[config.mk]
export PLATFORM = sky130hd
export DESIGN_NAME = approx_adder_error_monitor_flat
export DESIGN_NICKNAME = d
export VERILOG_FILES = /design/src/rtl/approx_adder_error_monitor_pkg.sv /design/src/rtl/approx_adder_error_monitor_if.sv /design/src/rtl/approx_adder_error_monitor_abs_err_acc.sv /design/src/rtl/approx_adder_error_monitor.sv /design/src/flat_wrapper.sv
export SDC_FILE = /design/constraint.sdc
export NUM_CORES = 1
export LEC_CHECK = 0
export ABC_CLOCK_PERIOD_IN_PS = 3400
export BUFFER_PORTS_ARGS = -buffer_cell sky130_fd_sc_hd__buf_2
export CAP_MARGIN = 10
export CORE_AREA = 5 5 91 93
export DETAILED_ROUTE_END_ITERATION = 16
export DIE_AREA = 0 0 96 98
export HOLD_SLACK_MARGIN = 0.15
export PLACE_DENSITY_LB_ADDON = 0.3
export SYNTH_ARGS = -nofsm -noshare
export SYNTH_HDL_FRONTEND = slang
export SYNTH_SLANG_ARGS = --single-unit
[constraint.sdc]
create_clock -name clk -period 3.4 [get_ports clk]
set_input_delay 0.68 -clock clk [delete_from_list [all_inputs] [get_ports clk]]
set_output_delay 0.68 -clock clk [all_outputs]
set_load 0.01 [all_outputs]
[src/rtl/approx_adder_error_monitor_pkg.sv]
// Shared types and width helpers for the approximate-adder error monitor.
// Holds the FSM state enum, default parameters and accumulator widths.
package approx_chk_pkg;

  localparam int IN_W_DEF = 4;
  localparam int ET_DEF   = 14;

  typedef enum logic [1:0] {
    IDLE,
    SWEEP,
    DRAIN,
    DONE
  } state_e;

  // Exact sum of two in_w operands needs one carry bit.
  function automatic int out_w(input int in_w);
    return in_w + 1;
  endfunction

  // Vector counter / operand-pair width.
  function automatic int vec_w(input int in_w);
    return 2 * in_w;
  endfunction

  // err_count must hold N_VEC itself.
  function automatic int cnt_w(input int in_w);
    return 2 * in_w + 1;
  endfunction

  // sum_err must hold N_VEC * (2**out_w - 1).
  function automatic int sum_w(input int in_w, input int ow);
    return 2 * in_w + ow;
  endfunction

endpackage

[src/rtl/approx_adder_error_monitor_if.sv]
// Bus between the error monitor, its operator and the adder under test.
// master: monitor side (drives dut_in + results); slave: environment side.
interface approx_adder_error_monitor_if
  import approx_chk_pkg::*;
#(
  parameter int IN_W  = IN_W_DEF,
  parameter int OUT_W = out_w(IN_W),
  localparam int VW   = vec_w(IN_W),
  localparam int CW   = cnt_w(IN_W),
  localparam int SW   = sum_w(IN_W, OUT_W)
);

  logic             start;
  logic [VW-1:0]    dut_in;
  logic [OUT_W-1:0] dut_out;
  logic             busy;
  logic             done;
  logic             pass;
  logic [OUT_W-1:0] max_err;
  logic [VW-1:0]    worst_vec;
  logic [CW-1:0]    err_count;
  logic [SW-1:0]    sum_err;

  modport master (
    input  start,
    input  dut_out,
    output dut_in,
    output busy,
    output done,
    output pass,
    output max_err,
    output worst_vec,
    output err_count,
    output sum_err
  );

  modport slave (
    output start,
    output dut_out,
    input  dut_in,
    input  busy,
    input  done,
    input  pass,
    input  max_err,
    input  worst_vec,
    input  err_count,
    input  sum_err
  );

endinterface

[src/rtl/approx_adder_error_monitor_abs_err_acc.sv]
// Stage 2: |captured - exact| plus max/argmax, nonzero count and sum.
// Ports: clear_i zeroes all, valid_i qualifies a compare; max_nxt_o = next max.
module abs_err_acc
  import approx_chk_pkg::*;
#(
  parameter int IN_W  = IN_W_DEF,
  parameter int OUT_W = out_w(IN_W),
  localparam int VW   = vec_w(IN_W),
  localparam int CW   = cnt_w(IN_W),
  localparam int SW   = sum_w(IN_W, OUT_W)
) (
  input  logic             clk,
  input  logic             rst_n,
  input  logic             clear_i,
  input  logic             valid_i,
  input  logic [OUT_W-1:0] out_i,
  input  logic [OUT_W-1:0] exact_i,
  input  logic [VW-1:0]    vec_i,
  output logic [OUT_W-1:0] max_err_o,
  output logic [VW-1:0]    worst_vec_o,
  output logic [CW-1:0]    err_count_o,
  output logic [SW-1:0]    sum_err_o,
  output logic [OUT_W-1:0] max_nxt_o
);

  logic [OUT_W-1:0] err;
  logic [OUT_W-1:0] max_q, max_d;
  logic [VW-1:0]    worst_q, worst_d;
  logic [CW-1:0]    cnt_q, cnt_d;
  logic [SW-1:0]    sum_q, sum_d;

  assign err = (out_i >= exact_i) ? out_i - exact_i
                                  : exact_i - out_i;

  always_comb begin
    max_d   = max_q;
    worst_d = worst_q;
    cnt_d   = cnt_q;
    sum_d   = sum_q;
    if (clear_i) begin
      max_d   = '0;
      worst_d = '0;
      cnt_d   = '0;
      sum_d   = '0;
    end else if (valid_i) begin
      sum_d = sum_q + SW'(err);
      if (err != '0) cnt_d = cnt_q + CW'(1);
      // Strict compare: ties keep the earlier vector.
      if (err > max_q) begin
        max_d   = err;
        worst_d = vec_i;
      end
    end
  end

  always_ff @(posedge clk or negedge rst_n) begin
    if (!rst_n) begin
      max_q   <= '0;
      worst_q <= '0;
      cnt_q   <= '0;
      sum_q   <= '0;
    end else begin
      max_q   <= max_d;
      worst_q <= worst_d;
      cnt_q   <= cnt_d;
      sum_q   <= sum_d;
    end
  end

  assign max_err_o   = max_q;
  assign worst_vec_o = worst_q;
  assign err_count_o = cnt_q;
  assign sum_err_o   = sum_q;
  assign max_nxt_o   = max_d;

endmodule

[src/rtl/approx_adder_error_monitor.sv]
// Exhaustive sweep harness for a combinational approximate adder.
// Ports: clk, rst_n (async low), bus (master: start in, dut_in/results out).
module approx_adder_error_monitor
  import approx_chk_pkg::*;
#(
  parameter int IN_W  = IN_W_DEF,
  parameter int OUT_W = out_w(IN_W),
  parameter int ET    = ET_DEF,
  localparam int VW   = vec_w(IN_W),
  localparam int N_VEC = 2 ** VW
) (
  input logic clk,
  input logic rst_n,
  approx_adder_error_monitor_if.master bus
);

  localparam logic [VW-1:0] LAST = VW'(N_VEC - 1);

  state_e state_q, state_d;

  logic [VW-1:0]    v_q, v_d;
  logic             pass_q, pass_d;
  logic             clr;
  logic [OUT_W-1:0] exact;
  logic [OUT_W-1:0] max_nxt;

  logic             s1_vld_q;
  logic [OUT_W-1:0] s1_out_q;
  logic [OUT_W-1:0] s1_exact_q;
  logic [VW-1:0]    s1_vec_q;

  assign exact = OUT_W'(v_q[IN_W-1:0])
               + OUT_W'(v_q[VW-1:IN_W]);

  always_comb begin
    state_d = state_q;
    v_d     = v_q;
    pass_d  = pass_q;
    clr     = 1'b0;
    unique case (state_q)
      IDLE: begin
        if (bus.start) begin
          state_d = SWEEP;
          v_d     = '0;
          pass_d  = 1'b0;
          clr     = 1'b1;
        end
      end
      SWEEP: begin
        if (v_q == LAST) state_d = DRAIN;
        else             v_d     = v_q + VW'(1);
      end
      DRAIN: begin
        // Last compare lands this edge; judge on its result.
        state_d = DONE;
        pass_d  = (int'(max_nxt) <= ET);
      end
      DONE: state_d = IDLE;
      default: state_d = IDLE;
    endcase
  end

  always_ff @(posedge clk or negedge rst_n) begin
    if (!rst_n) begin
      state_q <= IDLE;
      v_q     <= '0;
      pass_q  <= 1'b0;
    end else begin
      state_q <= state_d;
      v_q     <= v_d;
      pass_q  <= pass_d;
    end
  end

  always_ff @(posedge clk or negedge rst_n) begin
    if (!rst_n) begin
      s1_vld_q   <= 1'b0;
      s1_out_q   <= '0;
      s1_exact_q <= '0;
      s1_vec_q   <= '0;
    end else begin
      s1_vld_q   <= (state_q == SWEEP);
      s1_out_q   <= bus.dut_out;
      s1_exact_q <= exact;
      s1_vec_q   <= v_q;
    end
  end

  abs_err_acc #(
    .IN_W  (IN_W),
    .OUT_W (OUT_W)
  ) u_acc (
    .clk         (clk),
    .rst_n       (rst_n),
    .clear_i     (clr),
    .valid_i     (s1_vld_q),
    .out_i       (s1_out_q),
    .exact_i     (s1_exact_q),
    .vec_i       (s1_vec_q),
    .max_err_o   (bus.max_err),
    .worst_vec_o (bus.worst_vec),
    .err_count_o (bus.err_count),
    .sum_err_o   (bus.sum_err),
    .max_nxt_o   (max_nxt)
  );

  assign bus.dut_in = v_q;
  assign bus.busy   = (state_q == SWEEP)
                   || (state_q == DRAIN);
  assign bus.done   = (state_q == DONE);
  assign bus.pass   = pass_q;

endmodule
[src/flat_wrapper.sv]
// flat-port wrapper written by rule: the top's interface ports become plain ports
module approx_adder_error_monitor_flat import approx_chk_pkg::*;
#(
  parameter int IN_W  = IN_W_DEF,
  parameter int OUT_W = out_w(IN_W),
  parameter int ET    = ET_DEF,
  localparam int VW   = vec_w(IN_W),
  localparam int N_VEC = 2 ** VW
)
  (clk, rst_n, bus_start, bus_dut_out, bus_dut_in, bus_busy, bus_done, bus_pass, bus_max_err, bus_worst_vec, bus_err_count, bus_sum_err);
  approx_adder_error_monitor_if #(.IN_W(IN_W), .OUT_W(OUT_W)) bus_i ();
  input logic clk;
  input logic rst_n;
  input wire logic [$bits(bus_i.start)-1:0] bus_start;
  input wire logic [$bits(bus_i.dut_out)-1:0] bus_dut_out;
  output wire logic [$bits(bus_i.dut_in)-1:0] bus_dut_in;
  output wire logic [$bits(bus_i.busy)-1:0] bus_busy;
  output wire logic [$bits(bus_i.done)-1:0] bus_done;
  output wire logic [$bits(bus_i.pass)-1:0] bus_pass;
  output wire logic [$bits(bus_i.max_err)-1:0] bus_max_err;
  output wire logic [$bits(bus_i.worst_vec)-1:0] bus_worst_vec;
  output wire logic [$bits(bus_i.err_count)-1:0] bus_err_count;
  output wire logic [$bits(bus_i.sum_err)-1:0] bus_sum_err;
  assign bus_i.start = bus_start;
  assign bus_i.dut_out = bus_dut_out;
  assign bus_dut_in = bus_i.dut_in;
  assign bus_busy = bus_i.busy;
  assign bus_done = bus_i.done;
  assign bus_pass = bus_i.pass;
  assign bus_max_err = bus_i.max_err;
  assign bus_worst_vec = bus_i.worst_vec;
  assign bus_err_count = bus_i.err_count;
  assign bus_sum_err = bus_i.sum_err;
  approx_adder_error_monitor #(.IN_W(IN_W), .OUT_W(OUT_W), .ET(ET)) u_core (.clk(clk), .rst_n(rst_n), .bus(bus_i));
endmodule
### Yosys cells after proc, flatten, opt, wreduce, memory -nomap -nowiden

Index checks and enable logic that the tools add are counted.

* logic and storage cells: 62
* flip-flop bits (word level): 65

* muxes and demuxes: 22
* equal/unequal tests: 7
* magnitude comparators: 3
* $add $sub $neg: 6
* reductions and logical operators: 13

Operators by type and width (count)
* 2-to-1 mux 8 bit: 5
* 2-to-1 mux 9 bit: 3
* 2-to-1 mux 13 bit: 2
* 2-to-1 mux 5 bit: 4
* case mux 8 bit (2 select lines): 1
* adder 13 x 5 -> 13 bit: 1
* nonzero test 2 bit: 5
* subtractor 5 bit: 2
* adder 9 x 1 -> 9 bit (second input constant): 1
* adder 8 x 1 -> 8 bit (second input constant): 1
* equality test 8 bit (second input constant): 1
* case mux 2 bit (4 select lines): 1
* AND reduction 2 bit: 4
* adder 4 x 4 -> 5 bit: 1
* greater-or-equal comparator 5 bit: 1
* greater-than comparator 5 bit: 1
* less-or-equal comparator 5 x 4 -> 1 bit (second input constant): 1
* nonzero test 5 bit: 1
* equality test 2 bit (second input constant): 2
* 2-to-1 mux 2 bit: 2
* != test 2 bit (second input constant): 2
* 2-to-1 mux 1 bit: 3
* AND reduction 3 bit: 1
* equality test 2 x 1 -> 1 bit (second input constant): 1
* other kinds (4): 4

### Longest topological paths before layout

* depth in word-level cells: 8
* mapped depth: 18
* depth with buffers taken out: 17

### By module

A second synthesis with hierarchy kept.

* cells, all modules: 362
* area total of the unflattened synthesis: 3841.2 µm²

Modules (own cells, without submodules)
* abs_err_acc: times used 1, seq. area each 875.8 µm², area each 2541.2 µm², cells each 250
* approx_adder_error_monitor: times used 1, seq. area each 750.7 µm², area each 1300.0 µm², cells each 112

### Least setup slack after synthesis

No wires, ideal clock.

* path type: flip-flop to flip-flop
* start point: register u_core.s1_out_q[0]
* end point: register u_core.u_acc.worst_q[0], in the netlist u_core.u_acc.worst_vec_o[0]
* required time: 3.268 ns
* cell stages (with the launch flop): 19
* buffers on the path: 2
* period minus slack after synthesis: 3.659 ns
* arrival time: 3.527 ns
* setup slack: -0.259 ns
* cell sequence: dfrtp_1 -> inv_1 -> ha_1 -> inv_1 -> fa_1 -> and3_1 -> a22o_1 -> or3_1 -> nand2_1 -> buf_4 -> inv_1 -> ha_1 -> and3_1 -> o21a_1 -> o31ai_1 -> a31oi_1 -> buf_2 -> mux2i_1 -> nor2_1

* word-level cells in the longest chain between the ends: 5

RTL lines
* start: declaration: RTL line approx_adder_error_monitor.sv:28 `logic [OUT_W-1:0] s1_out_q;`
* start signal: assignment: RTL line approx_adder_error_monitor.sv:83 `s1_out_q <= bus.dut_out;`
* subtractor 5 bit (tied with other cells): RTL line approx_adder_error_monitor_abs_err_acc.sv:33 `: exact_i - out_i;`
* 2-to-1 mux 5 bit (*): RTL line approx_adder_error_monitor_abs_err_acc.sv:32 `assign err = (out_i >= exact_i) ? out_i - exact_i`
* greater-than comparator 5 bit (*): RTL line approx_adder_error_monitor_abs_err_acc.sv:49 `if (err > max_q) begin`
* nonzero test 2 bit (no line) (*)
* AND reduction 2 bit (no line) (*)
* end signal: assignment: RTL line approx_adder_error_monitor_abs_err_acc.sv:64 `worst_q <= worst_d;`
* end: declaration: RTL line approx_adder_error_monitor_abs_err_acc.sv:28 `logic [VW-1:0] worst_q, worst_d;`

Every way passes the cells marked *; elsewhere a longest branch is shown, timed or not.
A chain may end at the register's enable or synchronous reset.

### Worst setup path after layout

* start point: register u_core.s1_out_q[0]
* end point: register u_core.u_acc.cnt_q[3], in the netlist u_core.u_acc.err_count_o[3]

* word-level cells in the longest chain between the ends: 5

RTL lines
* subtractor 5 bit (tied with other cells): RTL line approx_adder_error_monitor_abs_err_acc.sv:33
* 2-to-1 mux 5 bit (*): RTL line approx_adder_error_monitor_abs_err_acc.sv:32
* nonzero test 5 bit (*): RTL line approx_adder_error_monitor_abs_err_acc.sv:47 `if (err != '0) cnt_d = cnt_q + CW'(1);`
* nonzero test 2 bit (no line) (*)
* AND reduction 2 bit (no line) (*)
* end signal: assignment: RTL line approx_adder_error_monitor_abs_err_acc.sv:65 `cnt_q <= cnt_d;`
* end: declaration: RTL line approx_adder_error_monitor_abs_err_acc.sv:29 `logic [CW-1:0] cnt_q, cnt_d;`

Marks and branches as above.

==> results.yml <==
synthesis:
  synth_top_family_by_area: "simple AND/OR/NAND/NOR gates"
  synth_mux_area_frac: 0.0611
  ys_seq_area_frac: 0.437
  async_flop_share: 1.00
  synthTopCellsByCount: "65 x dfrtp_1, 40 x nor2_1, 30 x inv_1"
  synth_compound_area_frac: 0.130
  yosys.area_share.simple: 0.164
  syn_avg_cell_area_um2: 10.0
  synth_adder_area_share: 0.119
  ys_types: 51
  synth_nets: 413
  synth_area_leaders: "dfrtp_1 44%, ha_1 9.7%, mux2i_1 5.1%"
  synthCells: 372
  synth_xor_area_frac: 0.0400
  synth_area_mm2: 0.00372
  synth-edff-count: 0
  synth_seq_cells: 65
  yosysTopAreaCell: "dfrtp_1"
  synth_most_common_cell: "dfrtp_1"
  yosys_warnings: 0
  synth_top_flop_cell: "dfrtp_1"
  synth_top_area_share: 0.437
sta:
  setup_viol: 3
  finalHoldViolCount: 0
  worstMarginPinSlew_ns: 0.804
  clock_skew_ns: 0.00885
  drv_slew: 0
  max_freq_mhz: 291
  relSlewSlack: 0.464
  min_period_ns: 3.43
  finalWorstSetupSlack_ns: -0.0329
  fin_tns_setup_ns: -0.0607
  fin_crit_sh: 1.01
  rsz0062_at_grt: "yes"
grt:
  grt_pass1_vias: 3015
  grt_util_all_layers: 0.195
  overflow: 0
  grt_antenna_before_repair: 0
  grt_pass1_wl_mm: 14.3
  grt_start_max_net_pins: 66
drt:
  drt-total-wl_mm: 8.71
  post_drt_wl_per_cell_um: 15.6
  via_count: 2995
  vias_per_cell: 5.36
  drtIter0Drc: 226
  ant_nets: 0
  drc: 0
  dr.pass1.iters: 4
setup_path:
  critPathKind: "reg -> reg"
  slowest_stage: "fa_2"
  r2r_cells: 19
  cp.arrival_ns: 3.70
  end_kind: "flip-flop"
  critPathMaxFanout: 15
  cpPeakStageDelay_ns: 0.41
  critPathLaunchType: "flip-flop"
  r2r_setup_slack_ns: -0.03
  crit_required_ns: 3.67
  setup.worst_path.start: "u_core.s1_out_q[0]"
  r2r_end: "u_core.u_acc.err_count_o[3]"
  rr_startpoint: "u_core.s1_out_q[0]"
  critPathMostFrequentCell: "buf_4"
  worstSetupEndpoint: "u_core.u_acc.err_count_o[3]"
  path_cells: "inv_2, ha_4, inv_4, fa_2, and3_4, a22o_1, o21ai_1, nand2_2, buf_4, buf_4, buf_4, buf_4, buf_4, buf_4, buf_4, buf_4, buf_4, a2111o_1, o21ai_1"
power_and_ir_drop:
  p_int_uw: 2300
  p_per_area_mw_per_mm2: 853
  p_comb_frac: 0.518
  ir_drop_mv: 0.392
  pwr-share-clk: 0.191
  p_sw_uw: 1650
  p_seq_frac: 0.292
  switching_share: 0.418
  p_leak_uw: 0.00232
clocking:
  clkSinkCount: 65
  cts_tree: "built"
  cts.path.max_buffers: 2
  cts_root_buffer: "clkbuf_8"
  cts_max_level: 3
  clk_pin_slew_ns: 0.07
  clkLatencyLatePin_ns: 0.35
  cts_inserted_buffers: 9
cells_and_area:
  final_core_util: 0.622
  area_growth_pct: 24.3
  drive_above_1_share: 0.284
  nFillCells: 636
  diodes: 0
  nNetsFinal: 493
die:
  fp.dieH_um: 98
  rows: 32
  pin_count: 54
  core_mm2: 0.00745
  dieArea_mm2: 0.00941
  start_util: 0.500
  dieWidth_um: 96
placement:
  port_buffers: 53
  dpl.hpwl_mm: 5.99
  routabilityCongestion: 0.890
run_status:
  outcome: "finished, violations left"
  failed_checks: "setup timing"
worst_hold_path:
  hold_class: "in -> reg"
job:
  max_cap_violations: 0
[repair_timing]
item / in CTS / in global routing
pin swaps: 0 / 5
endpoints found under the setup margin: 10 / 31
gates resized for setup: 9 / 20
gates cloned: 1 / 0
buffers inserted: 10 / 0
hold buffers: 0 / 0
endpoints found under the hold margin: 0 / 0
[cells in the final DEF, fill, tap and decap left out, drive strengths merged, types with 2 or more instances in the layout]
| cell type | Yosys | layout |
|---|---|---|
| clkbuf | 5 | 9 |
| clkinv | 0 | 2 |
| and3 | 5 | 5 |
| nor2 | 40 | 40 |
| a21o | 8 | 8 |
| nand2 | 29 | 29 |
| nand3 | 13 | 13 |
| inv | 30 | 32 |
| a22o | 2 | 2 |
| nand2b | 7 | 7 |
| o21ai | 16 | 16 |
| nand4 | 7 | 7 |
| nor2b | 7 | 7 |
| nand3b | 2 | 2 |
| mux2i | 20 | 20 |
| a2111o | 6 | 6 |
| a21oi | 21 | 21 |
| or3 | 2 | 2 |
| dfrtp | 65 | 65 |
| buf | 8 | 82 |
| bufinv | 0 | 2 |
| xor2 | 12 | 12 |
| ha | 29 | 29 |
| a211oi | 2 | 2 |
| fa | 4 | 4 |
| o21a | 2 | 2 |
| and4 | 6 | 6 |
| xnor2 | 5 | 5 |
| a31oi | 3 | 3 |
[logic make-up (layout without fill, tap and decap cells)]
family                     after synthesis  after routing
and+or+nand+nor                        122            122
AOI/OAI and AO/OA                       71             71
DFF                                     65             65
buffers and inverters                   43            128
adders and majority gates               33             33
muxes                                   21             21
xor gates and xnor gates                17             17
[metal layers]
| layer | track usage | vias up | part of all wire |
|---|---|---|---|
| met4 | 0.0646 | 0 | 0.021 |
| li1 | - | 1451 | - |
| met5 | 0 | - | 0 |
| met3 | 0.0378 | 18 | 0.033 |
| met1 | 0.269 | 1470 | 0.47 |
| met2 | 0.305 | 56 | 0.48 |
[critical path, delay by kind of cell (launching register included)]
family	cells	cell delay, ns
compound gates	4	0.90
fa+ha+maj	2	0.55
buf+inv	11	1.26
flops	1	0.40
simple gates	2	0.24
[how the worst min path moves through the flow]
stage                         start                           to  slack [ns]  cells after the start
2_1_floorplan                 rst_n         u_core.bus.dut_in[0]        0.38                      0
3_3_place_gp     u_core.s1_vec_q[0]  u_core.u_acc.worst_vec_o[0]        0.47                      2
3_5_place_dp   u_core.bus.dut_in[7]           u_core.s1_vec_q[7]        0.47                      0
4_1_cts              bus_dut_out[1]           u_core.s1_out_q[1]        0.43                      1
5_1_grt              bus_dut_out[3]           u_core.s1_out_q[3]        0.42                      1
6_report             bus_dut_out[1]           u_core.s1_out_q[1]        0.44                      1
[through the flow]
step	power, uW	hold slack, ns	instance area (um2)	instances	setup WS, ns
finish	3950	0.440	4630	559	-0.0329
detailed placement	2930	0.474	4200	532	-0.0896
global route	4240	0.419	4630	559	-0.172
global placement	2870	0.470	4200	532	0.0535
CTS	3860	0.434	4540	559	0.00266
floorplan	2380	0.384	3750	372	0.0257
[state kept, by name (all words and copies together) (netlist names)]
name,flops
u_core.s1_vld_q,1
u_core.s1_out_q,5
u_core.bus.dut_in,8
u_core.state_q,2
u_core.bus.pass,1
u_core.s1_vec_q,8
u_core.u_acc.worst_vec_o,8
u_core.u_acc.max_err_o,5
u_core.u_acc.err_count_o,9
u_core.s1_exact_q,5
u_core.u_acc.sum_err_o,13
[area by class of cell]
| class | instances | area (um2) | share of cell area |
|---|---|---|---|
| clock inverters | 7 | 103 | 0.0222 |
| inverters | 30 | 115 | 0.0249 |
| well taps | 102 | 128 | 0.0276 |
| multi-input cells | 264 | 2050 | 0.442 |
| repair buffers | 82 | 487 | 0.105 |
| clock buffers | 9 | 124 | 0.0268 |
| flip-flops and latches | 65 | 1630 | 0.351 |
[power groups by stage]
stage / combinational, uW / sequential, uW / clock [uW]
global placement: 1720 / 1150 / 0
global route: 2260 / 1180 / 799
finish: 2040 / 1150 / 753
CTS: 1940 / 1150 / 763
floorplan: 1220 / 1160 / 0
detailed placement: 1770 / 1160 / 0
Power figures use the tool's default switching activity.
